===== src/rtl/datapath_ctrl_pkg.sv =====
// -----------------------------------------------------------------------------
// datapath_ctrl_pkg
// Shared types and constants for the datapath controller:
//   - state_t        : controller FSM states
//   - OPC_* / OP_*   : opcode and op-field encodings of the supported ISA
//   - ALU_*          : ALUop encodings understood by the datapath ALU
//   - *_LSB          : bit positions of the instruction fields
//   - op_to_aluop()  : op field -> ALUop
// -----------------------------------------------------------------------------
package datapath_ctrl_pkg;

  localparam int INSTR_W = 16;

  typedef enum logic [2:0] {
    S_WAIT,
    S_DECODE,
    S_WRITE_IMM,
    S_GET_A,
    S_GET_B,
    S_ALU,
    S_WRITE_REG
  } state_t;

  // Opcode field instr[15:13]
  localparam logic [2:0] OPC_MOV = 3'b110;
  localparam logic [2:0] OPC_ALU = 3'b101;

  // Op field instr[12:11] under OPC_MOV
  localparam logic [1:0] OP_MOVR = 2'b00;
  localparam logic [1:0] OP_MOVI = 2'b10;

  // Op field instr[12:11] under OPC_ALU
  localparam logic [1:0] OP_ADD = 2'b00;
  localparam logic [1:0] OP_CMP = 2'b01;
  localparam logic [1:0] OP_AND = 2'b10;
  localparam logic [1:0] OP_MVN = 2'b11;

  // ALU operation encodings
  localparam logic [1:0] ALU_ADD  = 2'b00;
  localparam logic [1:0] ALU_SUB  = 2'b01;
  localparam logic [1:0] ALU_AND  = 2'b10;
  localparam logic [1:0] ALU_NOTB = 2'b11;

  // Field LSB positions (widths: opcode 3, op 2, Rn/Rd/Rm 3, sh 2)
  localparam int OPC_LSB = 13;
  localparam int OP_LSB  = 11;
  localparam int RN_LSB  = 8;
  localparam int RD_LSB  = 5;
  localparam int SH_LSB  = 3;
  localparam int RM_LSB  = 0;

  // The ALU op field maps one-to-one onto the ALU encodings; MOV reg has
  // op=00 and therefore computes ADD (with A forced to zero).
  function automatic logic [1:0] op_to_aluop(input logic [1:0] op);
    case (op)
      OP_ADD:  return ALU_ADD;
      OP_CMP:  return ALU_SUB;
      OP_AND:  return ALU_AND;
      OP_MVN:  return ALU_NOTB;
      default: return ALU_ADD;
    endcase
  endfunction

endpackage


===== src/rtl/datapath_ctrl_if.sv =====
// -----------------------------------------------------------------------------
// datapath_ctrl_if
// Bundles the instruction handshake and the datapath control bus.
//   master : the controller (takes s/instr, drives w and all datapath controls)
//   slave  : instruction source + datapath (drives s/instr, observes the rest)
// Signals: s, instr, w, readnum, writenum, write, vsel, loada, loadb, loadc,
//          loads, asel, bsel, shift, ALUop, datapath_in
//          and illegal when DATAPATH_CTRL_ILLEGAL_EN is defined.
// -----------------------------------------------------------------------------
interface datapath_ctrl_if #(
  parameter int DATA_W = 16
);

  logic              s;
  logic [15:0]       instr;
  logic              w;
  logic [2:0]        readnum;
  logic [2:0]        writenum;
  logic              write;
  logic              vsel;
  logic              loada;
  logic              loadb;
  logic              loadc;
  logic              loads;
  logic              asel;
  logic              bsel;
  logic [1:0]        shift;
  logic [1:0]        ALUop;
  logic [DATA_W-1:0] datapath_in;
`ifdef DATAPATH_CTRL_ILLEGAL_EN
  logic              illegal;

  modport master (
    input  s, instr,
    output w, readnum, writenum, write, vsel, loada, loadb, loadc, loads,
           asel, bsel, shift, ALUop, datapath_in, illegal
  );

  modport slave (
    output s, instr,
    input  w, readnum, writenum, write, vsel, loada, loadb, loadc, loads,
           asel, bsel, shift, ALUop, datapath_in, illegal
  );
`else
  modport master (
    input  s, instr,
    output w, readnum, writenum, write, vsel, loada, loadb, loadc, loads,
           asel, bsel, shift, ALUop, datapath_in
  );

  modport slave (
    output s, instr,
    input  w, readnum, writenum, write, vsel, loada, loadb, loadc, loads,
           asel, bsel, shift, ALUop, datapath_in
  );
`endif

endinterface


===== src/rtl/instr_dec.sv =====
// -----------------------------------------------------------------------------
// instr_dec
// Purely combinational decode of the latched instruction.
// Inputs : instr    - latched 16-bit instruction
// Outputs: rn/rd/rm - register fields; op, sh - op and shift fields
//          sximm    - imm8 sign-extended to DATA_W
//          is_movi, is_movr, is_alu, is_cmp - instruction class flags
//          needs_a  - instruction reads Rn into A (ADD/CMP/AND)
//          illegal  - encoding is none of the supported instructions
// -----------------------------------------------------------------------------
module instr_dec
  import datapath_ctrl_pkg::*;
#(
  parameter int DATA_W = 16,
  parameter int IMM_W  = 8
) (
  input  logic [INSTR_W-1:0] instr,
  output logic [2:0]         rn,
  output logic [2:0]         rd,
  output logic [2:0]         rm,
  output logic [1:0]         op,
  output logic [1:0]         sh,
  output logic [DATA_W-1:0]  sximm,
  output logic               is_movi,
  output logic               is_movr,
  output logic               is_alu,
  output logic               is_cmp,
  output logic               needs_a,
  output logic               illegal
);

  logic [2:0] opcode;

  assign opcode = instr[OPC_LSB +: 3];
  assign op     = instr[OP_LSB  +: 2];
  assign rn     = instr[RN_LSB  +: 3];
  assign rd     = instr[RD_LSB  +: 3];
  assign sh     = instr[SH_LSB  +: 2];
  assign rm     = instr[RM_LSB  +: 3];

  assign sximm  = {{(DATA_W-IMM_W){instr[IMM_W-1]}}, instr[IMM_W-1:0]};

  assign is_movi = (opcode == OPC_MOV) && (op == OP_MOVI);
  assign is_movr = (opcode == OPC_MOV) && (op == OP_MOVR);
  assign is_alu  = (opcode == OPC_ALU);
  assign is_cmp  = is_alu && (op == OP_CMP);
  // MVN is the only ALU-class instruction that does not use Rn.
  assign needs_a = is_alu && (op != OP_MVN);
  assign illegal = !(is_movi || is_movr || is_alu);

endmodule


===== src/rtl/datapath_ctrl.sv =====
// -----------------------------------------------------------------------------
// datapath_ctrl
// Moore FSM that accepts one instruction per start pulse and sequences the
// register-file / shifter / ALU datapath cycle by cycle.
// Ports:
//   clk      - clock, rising edge
//   reset_n  - asynchronous active-low reset (state=WAIT, instruction reg=0)
//   bus      - datapath_ctrl_if.master: s/instr in; w, readnum, writenum,
//              write, vsel, loada/b/c/s, asel, bsel, shift, ALUop,
//              datapath_in out
// Optional: define DATAPATH_CTRL_ILLEGAL_EN to add bus.illegal, a sticky flag
// set when an unsupported encoding is decoded and cleared on the next accept.
// -----------------------------------------------------------------------------
module datapath_ctrl
  import datapath_ctrl_pkg::*;
#(
  parameter int DATA_W = 16,
  parameter int IMM_W  = 8
) (
  input logic            clk,
  input logic            reset_n,
  datapath_ctrl_if.master bus
);

  state_t               state;
  state_t               next_state;
  logic [INSTR_W-1:0]   ir;

  logic [2:0]           rn, rd, rm;
  logic [1:0]           op, sh;
  logic [DATA_W-1:0]    sximm;
  logic                 is_movi, is_movr, is_alu, is_cmp, needs_a, illegal;

  logic                 accept;

  instr_dec #(
    .DATA_W (DATA_W),
    .IMM_W  (IMM_W)
  ) u_dec (
    .instr   (ir),
    .rn      (rn),
    .rd      (rd),
    .rm      (rm),
    .op      (op),
    .sh      (sh),
    .sximm   (sximm),
    .is_movi (is_movi),
    .is_movr (is_movr),
    .is_alu  (is_alu),
    .is_cmp  (is_cmp),
    .needs_a (needs_a),
    .illegal (illegal)
  );

  assign accept = (state == S_WAIT) && bus.s;

  // NOTE: sequential state uses non-blocking (<=) so every register samples
  // pre-edge values; blocking here would create order-dependent races.
  always_ff @(posedge clk or negedge reset_n) begin
    if (!reset_n) begin
      state <= S_WAIT;
      ir    <= '0;
    end else begin
      state <= next_state;
      if (accept) ir <= bus.instr;
    end
  end

`ifdef DATAPATH_CTRL_ILLEGAL_EN
  logic illegal_q;

  always_ff @(posedge clk or negedge reset_n) begin
    if (!reset_n)                          illegal_q <= 1'b0;
    else if (accept)                       illegal_q <= 1'b0;
    else if (state == S_DECODE && illegal) illegal_q <= 1'b1;
  end

  assign bus.illegal = illegal_q;
`endif

  // Outputs are a pure function of state and the latched instruction, so an
  // asynchronous reset drops them to their idle values immediately.
  assign bus.w           = (state == S_WAIT);
  assign bus.datapath_in = sximm;

  // NOTE: every signal written below gets a default first; a path that left
  // one unassigned would infer a latch.
  always_comb begin
    next_state   = state;
    bus.readnum  = '0;
    bus.writenum = '0;
    bus.write    = 1'b0;
    bus.vsel     = 1'b0;
    bus.loada    = 1'b0;
    bus.loadb    = 1'b0;
    bus.loadc    = 1'b0;
    bus.loads    = 1'b0;
    bus.asel     = 1'b0;
    bus.bsel     = 1'b0;
    bus.shift    = '0;
    bus.ALUop    = '0;

    case (state)
      S_WAIT: begin
        if (bus.s) next_state = S_DECODE;
      end
      S_DECODE: begin
        if (illegal)      next_state = S_WAIT;
        else if (is_movi) next_state = S_WRITE_IMM;
        else if (needs_a) next_state = S_GET_A;
        else              next_state = S_GET_B;   // MOV reg, MVN
      end
      S_WRITE_IMM: begin
        bus.vsel     = 1'b1;
        bus.writenum = rn;
        bus.write    = 1'b1;
        next_state   = S_WAIT;
      end
      S_GET_A: begin
        bus.readnum = rn;
        bus.loada   = 1'b1;
        next_state  = S_GET_B;
      end
      S_GET_B: begin
        bus.readnum = rm;
        bus.loadb   = 1'b1;
        next_state  = S_ALU;
      end
      S_ALU: begin
        bus.shift  = sh;
        bus.ALUop  = op_to_aluop(op);
        // Zeroing A turns the ADD of MOV reg into a pass-through of shifted
        // Rm; for MVN the A input is simply ignored by NOT B.
        bus.asel   = is_movr || (is_alu && !needs_a);
        bus.loadc  = 1'b1;
        bus.loads  = is_cmp;
        next_state = is_cmp ? S_WAIT : S_WRITE_REG;
      end
      S_WRITE_REG: begin
        bus.writenum = rd;
        bus.write    = 1'b1;
        next_state   = S_WAIT;
      end
      default: next_state = S_WAIT;
    endcase
  end

endmodule


===== src/flat_wrapper.sv =====
// flat-port wrapper written by rule: the top's interface ports become plain ports
module datapath_ctrl_flat import datapath_ctrl_pkg::*;
#(
  parameter int DATA_W = 16,
  parameter int IMM_W  = 8
)
  (clk, reset_n, bus_s, bus_instr, bus_w, bus_readnum, bus_writenum, bus_write, bus_vsel, bus_loada, bus_loadb, bus_loadc, bus_loads, bus_asel, bus_bsel, bus_shift, bus_ALUop, bus_datapath_in);
  datapath_ctrl_if #(.DATA_W(DATA_W)) bus_i ();
  input logic clk;
  input logic reset_n;
  input wire logic [$bits(bus_i.s)-1:0] bus_s;
  input wire logic [$bits(bus_i.instr)-1:0] bus_instr;
  output wire logic [$bits(bus_i.w)-1:0] bus_w;
  output wire logic [$bits(bus_i.readnum)-1:0] bus_readnum;
  output wire logic [$bits(bus_i.writenum)-1:0] bus_writenum;
  output wire logic [$bits(bus_i.write)-1:0] bus_write;
  output wire logic [$bits(bus_i.vsel)-1:0] bus_vsel;
  output wire logic [$bits(bus_i.loada)-1:0] bus_loada;
  output wire logic [$bits(bus_i.loadb)-1:0] bus_loadb;
  output wire logic [$bits(bus_i.loadc)-1:0] bus_loadc;
  output wire logic [$bits(bus_i.loads)-1:0] bus_loads;
  output wire logic [$bits(bus_i.asel)-1:0] bus_asel;
  output wire logic [$bits(bus_i.bsel)-1:0] bus_bsel;
  output wire logic [$bits(bus_i.shift)-1:0] bus_shift;
  output wire logic [$bits(bus_i.ALUop)-1:0] bus_ALUop;
  output wire logic [$bits(bus_i.datapath_in)-1:0] bus_datapath_in;
  assign bus_i.s = bus_s;
  assign bus_i.instr = bus_instr;
  assign bus_w = bus_i.w;
  assign bus_readnum = bus_i.readnum;
  assign bus_writenum = bus_i.writenum;
  assign bus_write = bus_i.write;
  assign bus_vsel = bus_i.vsel;
  assign bus_loada = bus_i.loada;
  assign bus_loadb = bus_i.loadb;
  assign bus_loadc = bus_i.loadc;
  assign bus_loads = bus_i.loads;
  assign bus_asel = bus_i.asel;
  assign bus_bsel = bus_i.bsel;
  assign bus_shift = bus_i.shift;
  assign bus_ALUop = bus_i.ALUop;
  assign bus_datapath_in = bus_i.datapath_in;
  datapath_ctrl #(.DATA_W(DATA_W), .IMM_W(IMM_W)) u_core (.clk(clk), .reset_n(reset_n), .bus(bus_i));
endmodule

===== config.mk =====
export PLATFORM = sky130hd
export DESIGN_NAME = datapath_ctrl_flat
export DESIGN_NICKNAME = d
export VERILOG_FILES = /design/src/rtl/datapath_ctrl_pkg.sv /design/src/rtl/datapath_ctrl_if.sv /design/src/rtl/instr_dec.sv /design/src/rtl/datapath_ctrl.sv /design/src/flat_wrapper.sv
export SDC_FILE = /design/constraint.sdc
export NUM_CORES = 1
export LEC_CHECK = 0
export CAP_MARGIN = 20
export CORE_MARGIN = 3
export CORE_UTILIZATION = 42
export DETAILED_ROUTE_END_ITERATION = 10
export PLACE_DENSITY = 0.76
export SKIP_CTS_REPAIR_TIMING = 1
export SYNTH_ARGS = -nofsm -noshare
export SYNTH_HDL_FRONTEND = slang
export SYNTH_HIERARCHICAL = 1
export SYNTH_SLANG_ARGS = --single-unit
export TNS_END_PERCENT = 100

===== constraint.sdc =====
create_clock -name clk -period 2 [get_ports clk]
set_input_delay 0.5 -clock clk [delete_from_list [all_inputs] [get_ports clk]]
set_output_delay 0.5 -clock clk [all_outputs]
set_load 0.02 [all_outputs]

==> tab_implementation.tex, run 1 <==
\begin{tabular}{lr}
\hline
Metric & Value \\
\hline
\multicolumn{2}{l}{\textbf{Outcome}} \\
\quad Outcome & finished with violations \\
\quad Violated checks & negative setup slack \\
\multicolumn{2}{l}{\textbf{Synthesis}} \\
\quad Cell taking the most area after synthesis & dfrtp\_1 \\
\quad Syn\_nets & 137 \\
\quad Number of synthesis warnings & 6 \\
\quad Cells taking the most area after synthesis & dfrtp\_1 38\%, buf\_4 18\%, mux2\_4 12\% \\
\quad Portion of synthesized cell area occupied by the leading cell type & 37.6\% \\
\quad Main synth FF type & dfrtp\_1 \\
\quad Most numerous cell types in the synthesized netlist & 31 x buf\_4, 19 x dfrtp\_1, 10 x mux2\_4 \\
\quad Number of enable flip-flop cells after synthesis & 0 \\
\quad Number of distinct library cells after synthesis & 27 \\
\quad Post-synthesis instance total & 118 \\
\quad Register bit count reported by yosys & 19 \\
\quad Syn Area/Cell & 10.7 sq um \\
\quad Register area share after synthesis & 37.6\% \\
\quad Most frequent cell after synthesis & buf\_4 \\
\quad Mapped Area & 1260 sq um \\
\quad Proportion of register bits with asynchronous set or reset after synthesis & 100\% \\
\multicolumn{2}{l}{\textbf{Layout}} \\
\quad Post-layout utilization of the core & 60.9\% \\
\quad Fraction of layout cells with a size suffix above 1 & 36.9\% \\
\quad Final net count & 177 \\
\quad Multi-input combinational cell area & 533 sq um \\
\quad Antenna cells & 0 \\
\quad Layout fillers & 240 \\
\quad Area growth from synthesis to layout & 35.1\% \\
\quad Area used by sequential logic in the layout & 478 sq um \\
\multicolumn{2}{l}{\textbf{GRT}} \\
\quad Congestion Overflow GR & 0 \\
\quad Number of antenna violations at the first check in global routing & 0 \\
\quad Pin count of the biggest net entering global routing & 20 \\
\quad Overall routing resource usage & 14.4\% \\
\quad First-pass GRT wire length & 3970 microns \\
\quad Vias in the first global route & 888 \\
\multicolumn{2}{l}{\textbf{Route}} \\
\quad DRC Markers & 0 \\
\quad Number of vias after detailed routing & 926 \\
\quad Total detailed-routing wirelength & 2650 microns \\
\quad Post-DRT Antenna Nets & 0 \\
\quad Initial DRC count & 7 \\
\quad Wire length per cell & 14.1 microns \\
\quad First-pass detailed-route iteration total & 4 \\
\quad Via-per-instance ratio & 4.93 \\
\multicolumn{2}{l}{\textbf{Clock network}} \\
\quad Worst-Skew Late Latency & 290 ps \\
\quad Clk root buf & clkbuf\_4 \\
\quad Clock tree from TritonCTS & yes \\
\quad Number of clock sinks & 19 \\
\quad Post-CTS clock slew at the launch and capture registers of the worst setup and hold paths & 110 ps \\
\quad Inserted Clock Buffers & 3 \\
\quad Buffers from clock root to sink, at most & 2 \\
\quad H-tree depth reported by CTS & 1 \\
\multicolumn{2}{l}{\textbf{Timing}} \\
\quad \# setup viols final & 1 \\
\quad Achievable frequency & 499 MHz \\
\quad Setup TNS Final & -5.31 ps \\
\quad Unrepaired setup endpoints after global routing & yes \\
\quad Share of the cycle needed by the critical path after routing & 100\% \\
\quad Max Slew Vio Count & 0 \\
\quad Min cycle time layout & 2010 ps \\
\quad Final Hold Violating Endpoints & 0 \\
\quad Layout Skew & 2.88 ps \\
\quad Final critical-path setup slack & -5.31 ps \\
\multicolumn{2}{l}{\textbf{Floorplan}} \\
\quad Placeable Area & 2810 sq um \\
\quad Row Count & 19 \\
\quad Die width & 60.9 microns \\
\quad Die area & 3700 sq um \\
\quad Initial Util & 45.0\% \\
\quad Chip Height & 60.9 microns \\
\quad I/O pins & 54 \\
\multicolumn{2}{l}{\textbf{Setup path}} \\
\quad Critical-path cell list & nand3b\_1 -> a21oi\_2 -> inv\_1 -> a21oi\_1 -> nor3\_1 -> buf\_4 \\
\quad Worst endpoint required time & 1500 ps \\
\quad Longest individual stage delay on the worst path & 410 ps \\
\quad Cell with the largest stage delay on the worst path & dfrtp\_1 \\
\quad Critical path fanouts, max & 3 \\
\quad Critical Path End Type & output pin \\
\quad Startpoint-to-endpoint class of the critical path & reg2out \\
\quad Arrival time of data at the critical path endpoint & 1510 ps \\
\quad Startpoint type of the worst setup path & flop \\
\multicolumn{2}{l}{\textbf{Pwr}} \\
\quad Highest ir drop seen on vdd & 0.979 mV \\
\quad Leakage Power & 0.889 nW \\
\quad Pwr Density & 1640 nW/um\^{}2 \\
\quad Total Power & 2.79 mW \\
\multicolumn{2}{l}{\textbf{Placement}} \\
\quad I/O Buffers & 52 \\
\quad Setup slack at placement & -207 ps \\
\quad Final GP Congestion & 0.847 \\
\quad Detail Placement HPWL & 2090 microns \\
\multicolumn{2}{l}{\textbf{Flow run}} \\
\quad Max-cap violation count & 0 \\
\multicolumn{2}{l}{\textbf{Min path}} \\
\quad Classification of the worst-slack hold path & in2async \\
\hline
\end{tabular}
## worst max-delay path: cells and delay by family, from the launching register on
family          cells  cell delay (ps)
flops               1              410
compound gates      2              300
simple gates        2              300
buf+inv             2              210
## stage by stage
step | instance area, sq um | std cells | hold WS (ps)
global route | 1710 | 188 | 547
CTS | 1690 | 186 | 533
finish | 1710 | 188 | 531
global placement | 1670 | 182 | 519
floorplan | 1270 | 118 | 204
detailed placement | 1670 | 182 | 524
## layer usage
layer	GRT usage, %	vias up	wire length [microns]
li1	-	443	-
met1	16.8	456	1040
met2	26.1	21	1460
met3	3.19	6	105
met4	4.64	0	51
met5	0	-	0
## cell usage in the layout, fill, tap and decap left out, types with 2 or more instances in the layout
cell type	n
clkdlybuf4s50_1	34
a21oi_1	4
mux2_2	6
inv_1	3
and2_1	6
buf_4	19
nor3_1	2
o21ai_0	3
dfrtp_2	2
nor2_1	7
dfrtp_1	17
a22o_1	3
clkbuf_4	3
clkbuf_2	9
mux2i_1	3
mux2_4	10
dlymetal6s2s_1	7
## final cells by class
type / count / area share (%)
tap: 31 / 2.27
timing repair buffer: 69 / 36.0
sequential: 19 / 28.0
multi-input combinational: 61 / 31.2
clock inverter: 1 / 0.293
clock buffer: 3 / 1.32
inverter: 4 / 0.879
## logic make-up (layout without fill, tap and decap cells)
logic type,Yosys count,in the layout,share of synthesized area (%)
and+or+nand+nor,29,29,13.7
AOI/OAI and AO/OA,12,12,5.84
buffers and inverters,38,77,23.0
DFF,19,19,37.6
other,1,1,0.297
muxes,19,19,19.6
## final timing paths
kind | depth (start not counted) | to | slack [ps] | from
max | 6 | bus_asel | -5 | u_core/ir[14]
min | 2 | u_core/ir[12] | 530 | reset_n
max reg2reg | 4 | u_core/ir[8] | 360 | u_core/state[1]
min reg2reg | 1 | u_core/ir[4] | 550 | u_core/ir[4]
max in group asynchronous | 2 | u_core/state[0] | 1240 | reset_n
min in group clk | 1 | u_core/ir[4] | 550 | u_core/ir[4]
## registers in the layout, indices dropped and copies added, names as in the netlist
signal and count:
u_core/state 3, u_core/ir 16
## where the power goes
| part | internal [mW] | switching (mW) |
|---|---|---|
| registers | 0.583 | 0.194 |
| logic | 0.984 | 0.843 |
| clock network | 0.0741 | 0.116 |
| total | 1.64 | 1.15 |
No activity file was read; power rests on OpenSTA's default activity.
==> run 2: changes to the inputs <==
--- a/config.mk
+++ b/config.mk
@@ -5,10 +5,10 @@
 export SDC_FILE = /design/constraint.sdc
 export NUM_CORES = 1
 export LEC_CHECK = 0
-export CAP_MARGIN = 20
 export CORE_MARGIN = 3
 export CORE_UTILIZATION = 42
 export DETAILED_ROUTE_END_ITERATION = 10
+export GPL_TIMING_DRIVEN = 0
 export PLACE_DENSITY = 0.76
 export SKIP_CTS_REPAIR_TIMING = 1
 export SYNTH_ARGS = -nofsm -noshare
==> tab_implementation.tex, run 2 (synthesized netlist as in run 1, its figures left out) <==
\begin{tabular}{lr}
\hline
Metric & Value \\
\hline
\multicolumn{2}{l}{\textbf{Floorplan}} \\
\quad Die area & 3700 sq um (unchanged) \\
\quad Row Count & 19 (unchanged) \\
\quad Chip Height & 60.9 microns (unchanged) \\
\quad Die width & 60.9 microns (unchanged) \\
\quad Placeable Area & 2810 sq um (unchanged) \\
\quad I/O pins & 54 (unchanged) \\
\quad Initial Util & 45.0\% (unchanged) \\
\multicolumn{2}{l}{\textbf{Layout}} \\
\quad Multi-input combinational cell area & 536 sq um (+0.47\%) \\
\quad Register with the most flip-flops & u\_core/ir \\
\quad Antenna cells & 0 (unchanged) \\
\quad Layout fillers & 226 (-5.8\%) \\
\quad Max reg flops & 16 (unchanged) \\
\quad Top Registers & u\_core/ir (16), u\_core/state (3) \\
\quad Most frequent cells in the layout & 50 x buf\_4, 25 x clkdlybuf4s50\_1, 16 x dfrtp\_1 \\
\quad Fraction of layout cells with a size suffix above 1 & 53.6\% (+17 points) \\
\quad Final Non-Filler Cells & 214 (+14\%) \\
\quad Area used by sequential logic in the layout & 479 sq um (+0.26\%) \\
\quad Commonest non-fill, non-tap cell in the layout & buf\_4 \\
\quad Final net count & 203 (+15\%) \\
\quad Area growth from synthesis to layout & 52.7\% \\
\multicolumn{2}{l}{\textbf{Placement}} \\
\quad Setup slack at placement & -225 ps (-18.2 ps) \\
\quad Detail Placement HPWL & 2190 microns (+4.6\%) \\
\quad Final GP Congestion & 0.840 (-0.87\%) \\
\quad Count of placed standard cells including taps & 201 (+10\%) \\
\quad I/O Buffers & 52 (unchanged) \\
\multicolumn{2}{l}{\textbf{Timing}} \\
\quad Min cycle time layout & 2110 ps (+104 ps) \\
\quad Achievable frequency & 474 MHz (-4.9\%) \\
\quad Unrepaired setup endpoints after global routing & yes \\
\quad Least-Margin Pin Slew & 848 ps \\
\quad Final Hold Violating Endpoints & 0 (unchanged) \\
\quad Max Slew Vio Count & 0 (unchanged) \\
\quad Layout Skew & 1.67 ps (-1.21 ps) \\
\quad Share of the cycle needed by the critical path after routing & 105\% (+5.2 points) \\
\quad Worst-case headroom to the max-slew limit & 43.3\% \\
\quad Post-route worst hold slack & 520 ps (-11.1 ps) \\
\quad \# setup viols final & 4 (+3) \\
\quad Final critical-path setup slack & -110 ps (-104 ps) \\
\multicolumn{2}{l}{\textbf{Clock network}} \\
\quad Clk root buf & clkbuf\_4 \\
\quad Inserted Clock Buffers & 3 (unchanged) \\
\quad Number of clock sinks & 19 (unchanged) \\
\quad Buffers from clock root to sink, at most & 2 (unchanged) \\
\quad H-tree depth reported by CTS & 1 (unchanged) \\
\quad Clock tree from TritonCTS & yes \\
\quad Worst-Skew Late Latency & 300 ps (about the same) \\
\quad Post-CTS clock slew at the launch and capture registers of the worst setup and hold paths & 110 ps (about the same) \\
\multicolumn{2}{l}{\textbf{Route}} \\
\quad Post-DRT Antenna Nets & 0 (unchanged) \\
\quad DRC Markers & 0 (unchanged) \\
\quad Initial DRC count & 13 (+6) \\
\quad Number of vias after detailed routing & 1017 (+9.8\%) \\
\quad Via-per-instance ratio & 4.75 (-3.5\%) \\
\quad Total detailed-routing wirelength & 2930 microns (+11\%) \\
\quad First-pass detailed-route iteration total & 4 (unchanged) \\
\quad Wire length per cell & 13.7 microns (-2.8\%) \\
\multicolumn{2}{l}{\textbf{Pwr}} \\
\quad Leakage Power & 1.02 nW (+15\%) \\
\quad Relative contribution of combinational cells to total power & 69.8\% (+4.4 points) \\
\quad Clock share of power & 6.0\% (-0.8 points) \\
\quad Power spent charging and discharging nets & 1.25 mW (+8.4\%) \\
\quad Pwr Density & 1670 nW/um\^{}2 (+2.3\%) \\
\quad Part of the total power dissipated in sequential elements & 24.2\% (-3.6 points) \\
\quad Switching part of the total & 38.7\% (-2.6 points) \\
\quad Highest ir drop seen on vdd & 0.974 mV (-0.54\%) \\
\quad Total internal power & 1.98 mW (+21\%) \\
\multicolumn{2}{l}{\textbf{Min path}} \\
\quad Classification of the worst-slack hold path & reg2reg \\
\multicolumn{2}{l}{\textbf{GRT}} \\
\quad First-pass GRT wire length & 4540 microns (+14\%) \\
\quad Vias in the first global route & 1006 (+13\%) \\
\quad Pin count of the biggest net entering global routing & 20 (unchanged) \\
\quad Congestion Overflow GR & 0 (unchanged) \\
\quad Number of antenna violations at the first check in global routing & 0 (unchanged) \\
\quad Overall routing resource usage & 16.2\% (+1.8 points) \\
\multicolumn{2}{l}{\textbf{Flow run}} \\
\quad Max-cap violation count & 0 (unchanged) \\
\multicolumn{2}{l}{\textbf{Setup path}} \\
\quad Startpoint-to-endpoint class of the critical path & reg2out \\
\quad Startpoint type of the worst setup path & flop \\
\quad R2R Setup Slk & 450 ps (+90 ps) \\
\quad Buffers plus inverters on the worst setup path & 3 (+1) \\
\quad Critical-path cell list & buf\_6 -> clkinvlp\_4 -> nor3\_2 -> a22o\_1 -> dlymetal6s2s\_1 \\
\quad Critical path's top delay family & buffers and inverters \\
\quad Critical path fanouts, max & 6 (+3) \\
\quad Arrival time of data at the critical path endpoint & 1610 ps (+100 ps) \\
\quad Cell with the largest stage delay on the worst path & dfrtp\_1 \\
\quad Worst endpoint required time & 1500 ps (about the same) \\
\quad Critical Path End Type & output pin \\
\quad Longest individual stage delay on the worst path & 380 ps (-30 ps) \\
\multicolumn{2}{l}{\textbf{Outcome}} \\
\quad Outcome & finished with violations \\
\quad Violated checks & negative setup slack \\
\hline
\end{tabular}
==> run 2: cell count changes in the layout (fill, tap and decap cells not counted), sizes merged <==
cell,change
buf,+39
clkbuf,-3
clkdlybuf4s50,-9
clkinvlp,+1
dlymetal6s2s,-1
inv,-1
==> run 2: path summary, 6_finish.rpt <==
| kind | from | to | cells past startpoint |
|---|---|---|---|
| max | u_core/state[2] | bus_readnum[0] | 5 |
| min | u_core/ir[9] | u_core/ir[9] | 1 |
| max reg2reg | u_core/state[0] | u_core/ir[0] | 6 |
| min reg2reg | u_core/ir[9] | u_core/ir[9] | 1 |
| max in group asynchronous | reset_n | u_core/ir[11] | 1 |
| min in group asynchronous | reset_n | u_core/ir[12] | 1 |
==> run 2: metrics by stage <==
step	power (mW)	util (%)	setup TNS, ps	instance area, sq um
after detailed placement	2.93	65.2	-2120	1830
after global placement	2.88	65.2	-1810	1830
final	3.23	68.8	-386	1930
after floorplan	2.20	-	0	1270
after CTS	3.13	66.1	-9170	1860
after global routing	3.44	68.8	-974	1930
==> run 2: cell type report <==
class / count / share of cell area, %
well taps: 31 / 2.01
flip-flops and latches: 19 / 24.8
multi-input cells: 61 / 27.8
plain buffers: 34 / 14.5
inverters: 4 / 0.973
clock inverters: 1 / 0.259
repair buffers: 61 / 28.5
clock buffers: 3 / 1.17
==> run 2: worst reg2reg max path, stage by stage (launching register included) <==
cell	delay, ps
dfrtp_1	390
buf_6	140
nor3_2	160
and2_4	160
buf_6	140
buf_12	160
mux2_4	310
==> run 2: metal layers <==
layer	GRT usage [%]	vias up	wire length (microns)	share of wire [%]
met2	27.5	26	1580	54
met3	4.04	2	115	3.9
met4	3.72	0	14	0.48
li1	-	493	-	-
met5	0	-	0	0
met1	20.8	496	1220	42
==> run 2: power by group through the flow <==
stage / Sequential (mW) / Clock, mW / Combinational [mW]
detailed placement: 0.774 / 0 / 2.16
global route: 0.816 / 0.221 / 2.40
global placement: 0.759 / 0 / 2.12
finish: 0.780 / 0.195 / 2.25
floorplan: 0.718 / 0 / 1.48
CTS: 0.770 / 0.202 / 2.16
==> run 3: changes to the inputs <==
--- a/config.mk
+++ b/config.mk
@@ -9,6 +9,7 @@
 export CORE_UTILIZATION = 42
 export DETAILED_ROUTE_END_ITERATION = 10
 export GPL_TIMING_DRIVEN = 0
+export MAX_ROUTING_LAYER = met4
 export PLACE_DENSITY = 0.76
 export SKIP_CTS_REPAIR_TIMING = 1
 export SYNTH_ARGS = -nofsm -noshare
==> tab_implementation.tex, run 3 (synthesized netlist as in run 1, its figures left out) <==
\begin{tabular}{lr}
\hline
Metric & Value \\
\hline
\multicolumn{2}{l}{\textbf{GRT}} \\
\quad Number of antenna violations at the first check in global routing & 0 (unchanged) \\
\quad Vias in the first global route & 1012 (+0.60\%) \\
\quad Pin count of the biggest net entering global routing & 20 (unchanged) \\
\quad Overall routing resource usage & 16.7\% (+0.56 points) \\
\quad First-pass GRT wire length & 4560 microns (+0.44\%) \\
\quad Congestion Overflow GR & 0 (unchanged) \\
\multicolumn{2}{l}{\textbf{Pwr}} \\
\quad Highest ir drop seen on vdd & 0.976 mV (+0.21\%) \\
\quad Total internal power & 1.98 mW (about the same) \\
\quad Power spent charging and discharging nets & 1.25 mW (-0.11\%) \\
\quad Switching part of the total & 38.7\% (about the same) \\
\quad Total Power & 3.23 mW (about the same) \\
\quad Part of the total power dissipated in sequential elements & 24.2\% (about the same) \\
\quad Clock share of power & 6.1\% (about the same) \\
\quad Leakage Power & 1.02 nW (unchanged) \\
\quad Relative contribution of combinational cells to total power & 69.7\% (about the same) \\
\quad Pwr Density & 1670 nW/um\^{}2 (about the same) \\
\multicolumn{2}{l}{\textbf{Floorplan}} \\
\quad Initial Util & 45.0\% (unchanged) \\
\quad Row Count & 19 (unchanged) \\
\quad I/O pins & 54 (unchanged) \\
\quad Chip Height & 60.9 microns (unchanged) \\
\quad Die width & 60.9 microns (unchanged) \\
\quad Placeable Area & 2810 sq um (unchanged) \\
\quad Die area & 3700 sq um (unchanged) \\
\multicolumn{2}{l}{\textbf{Clock network}} \\
\quad Inserted Clock Buffers & 3 (unchanged) \\
\quad Post-CTS clock slew at the launch and capture registers of the worst setup and hold paths & 110 ps (about the same) \\
\quad H-tree depth reported by CTS & 1 (unchanged) \\
\quad Number of clock sinks & 19 (unchanged) \\
\quad Worst-Skew Late Latency & 300 ps (about the same) \\
\quad Buffers from clock root to sink, at most & 2 (unchanged) \\
\quad Clk root buf & clkbuf\_4 \\
\quad Clock tree from TritonCTS & yes \\
\multicolumn{2}{l}{\textbf{Timing}} \\
\quad Max Slew Vio Count & 0 (unchanged) \\
\quad Final Hold Violating Endpoints & 0 (unchanged) \\
\quad Worst-case headroom to the max-slew limit & 43.3\% (+0.082 points) \\
\quad Share of the cycle needed by the critical path after routing & 105\% (-0.15 points) \\
\quad \# setup viols final & 4 (unchanged) \\
\quad Min cycle time layout & 2110 ps (-2.98 ps) \\
\quad Layout Skew & 1.10 ps (-0.571 ps) \\
\quad Final critical-path setup slack & -107 ps (+2.98 ps) \\
\quad Least-Margin Pin Slew & 847 ps (-1.23 ps) \\
\quad Achievable frequency & 475 MHz (+0.14\%) \\
\quad Unrepaired setup endpoints after global routing & yes \\
\multicolumn{2}{l}{\textbf{Setup path}} \\
\quad Critical Path End Type & output pin \\
\quad Critical path fanouts, max & 6 (unchanged) \\
\quad Startpoint type of the worst setup path & flop \\
\quad Critical-path cell list & buf\_6 -> clkinvlp\_4 -> nor3\_2 -> a22o\_1 -> dlymetal6s2s\_1 \\
\quad Worst endpoint required time & 1500 ps (about the same) \\
\quad Cell with the largest stage delay on the worst path & dfrtp\_1 \\
\quad Longest individual stage delay on the worst path & 380 ps (about the same) \\
\quad Startpoint-to-endpoint class of the critical path & reg2out \\
\quad Arrival time of data at the critical path endpoint & 1610 ps (about the same) \\
\quad Critical path's top delay family & buffers and inverters \\
\quad Buffers plus inverters on the worst setup path & 3 (unchanged) \\
\multicolumn{2}{l}{\textbf{Placement}} \\
\quad Final GP Congestion & 0.853 (+1.5\%) \\
\quad Detail Placement HPWL & 2190 microns (unchanged) \\
\quad Setup slack at placement & -225 ps (unchanged) \\
\quad I/O Buffers & 52 (unchanged) \\
\multicolumn{2}{l}{\textbf{Layout}} \\
\quad Register with the most flip-flops & u\_core/ir \\
\quad Max reg flops & 16 (unchanged) \\
\quad Most frequent cells in the layout & 50 x buf\_4, 25 x clkdlybuf4s50\_1, 16 x dfrtp\_1 \\
\quad Top Registers & u\_core/ir (16), u\_core/state (3) \\
\quad Area used by sequential logic in the layout & 479 sq um (unchanged) \\
\quad Antenna cells & 0 (unchanged) \\
\quad Multi-input combinational cell area & 536 sq um (unchanged) \\
\quad Fraction of layout cells with a size suffix above 1 & 53.6\% (unchanged) \\
\quad Commonest non-fill, non-tap cell in the layout & buf\_4 \\
\quad Area growth from synthesis to layout & 52.7\% (unchanged) \\
\quad Final net count & 203 (unchanged) \\
\quad Layout fillers & 227 (+0.44\%) \\
\multicolumn{2}{l}{\textbf{Route}} \\
\quad Post-DRT Antenna Nets & 0 (unchanged) \\
\quad Via-per-instance ratio & 4.75 (about the same) \\
\quad Initial DRC count & 24 (+11) \\
\quad DRC Markers & 0 (unchanged) \\
\quad Number of vias after detailed routing & 1016 (-0.098\%) \\
\quad Wire length per cell & 13.5 microns (-1.1\%) \\
\quad Total detailed-routing wirelength & 2900 microns (-1.1\%) \\
\quad First-pass detailed-route iteration total & 4 (unchanged) \\
\multicolumn{2}{l}{\textbf{Outcome}} \\
\quad Violated checks & negative setup slack \\
\quad Outcome & finished with violations \\
\multicolumn{2}{l}{\textbf{Min path}} \\
\quad Classification of the worst-slack hold path & reg2reg \\
\multicolumn{2}{l}{\textbf{Flow run}} \\
\quad Max-cap violation count & 0 (unchanged) \\
\hline
\end{tabular}
## run 3: layout make-up
class	count	area share (%)
Inverter	4	0.973
Timing Repair Buffer	61	28.5
Multi-Input combinational cell	61	27.8
Clock buffer	3	1.17
Clock inverter	1	0.259
Buffer	34	14.5
Tap cell	31	2.01
Sequential cell	19	24.8
## run 3: power groups by stage
stage               Clock [mW]  Sequential [mW]  Combinational [mW]
CTS                      0.202            0.770                2.16
global placement             0            0.759                2.12
floorplan                    0            0.718                1.48
finish                   0.196            0.782                2.25
detailed placement           0            0.774                2.16
global route             0.221            0.817                2.40
## run 3: final timing paths
| kind | slack (ps) | cells after the start | start | to |
|---|---|---|---|---|
| hold reg to reg | 520 | 1 | u_core/ir[9] | u_core/ir[9] |
| max in group asynchronous | 750 | 1 | reset_n | u_core/ir[7] |
| min in group asynchronous | 670 | 1 | reset_n | u_core/ir[12] |
| setup reg to reg | 450 | 6 | u_core/state[0] | u_core/ir[6] |
| hold / removal | 520 | 1 | u_core/ir[9] | u_core/ir[9] |
| setup / recovery | -110 | 5 | u_core/state[2] | bus_readnum[0] |
## run 3: layer usage
layer  share of wire, %  routed length [microns]  vias to the layer above  track usage (%)
li1                   -                        -                      494                -
met1                 41                     1190                      493             20.9
met2                 54                     1570                       27             27.5
met3                4.4                      127                        2             4.04
met4               0.48                       14                        0             3.72
met5                  0                        0                        -                -
## run 3: stage by stage
stage	utilization (%)	setup TNS, ps	instances	cell area [sq um]	hold WS (ps)
6_report	68.8	-388	214	1930	525
3_5_place_dp	65.2	-2120	201	1830	498
2_1_floorplan	-	0	118	1270	204
5_1_grt	68.8	-977	214	1930	548
4_1_cts	66.1	-9170	205	1860	524
3_3_place_gp	65.2	-1810	201	1830	492
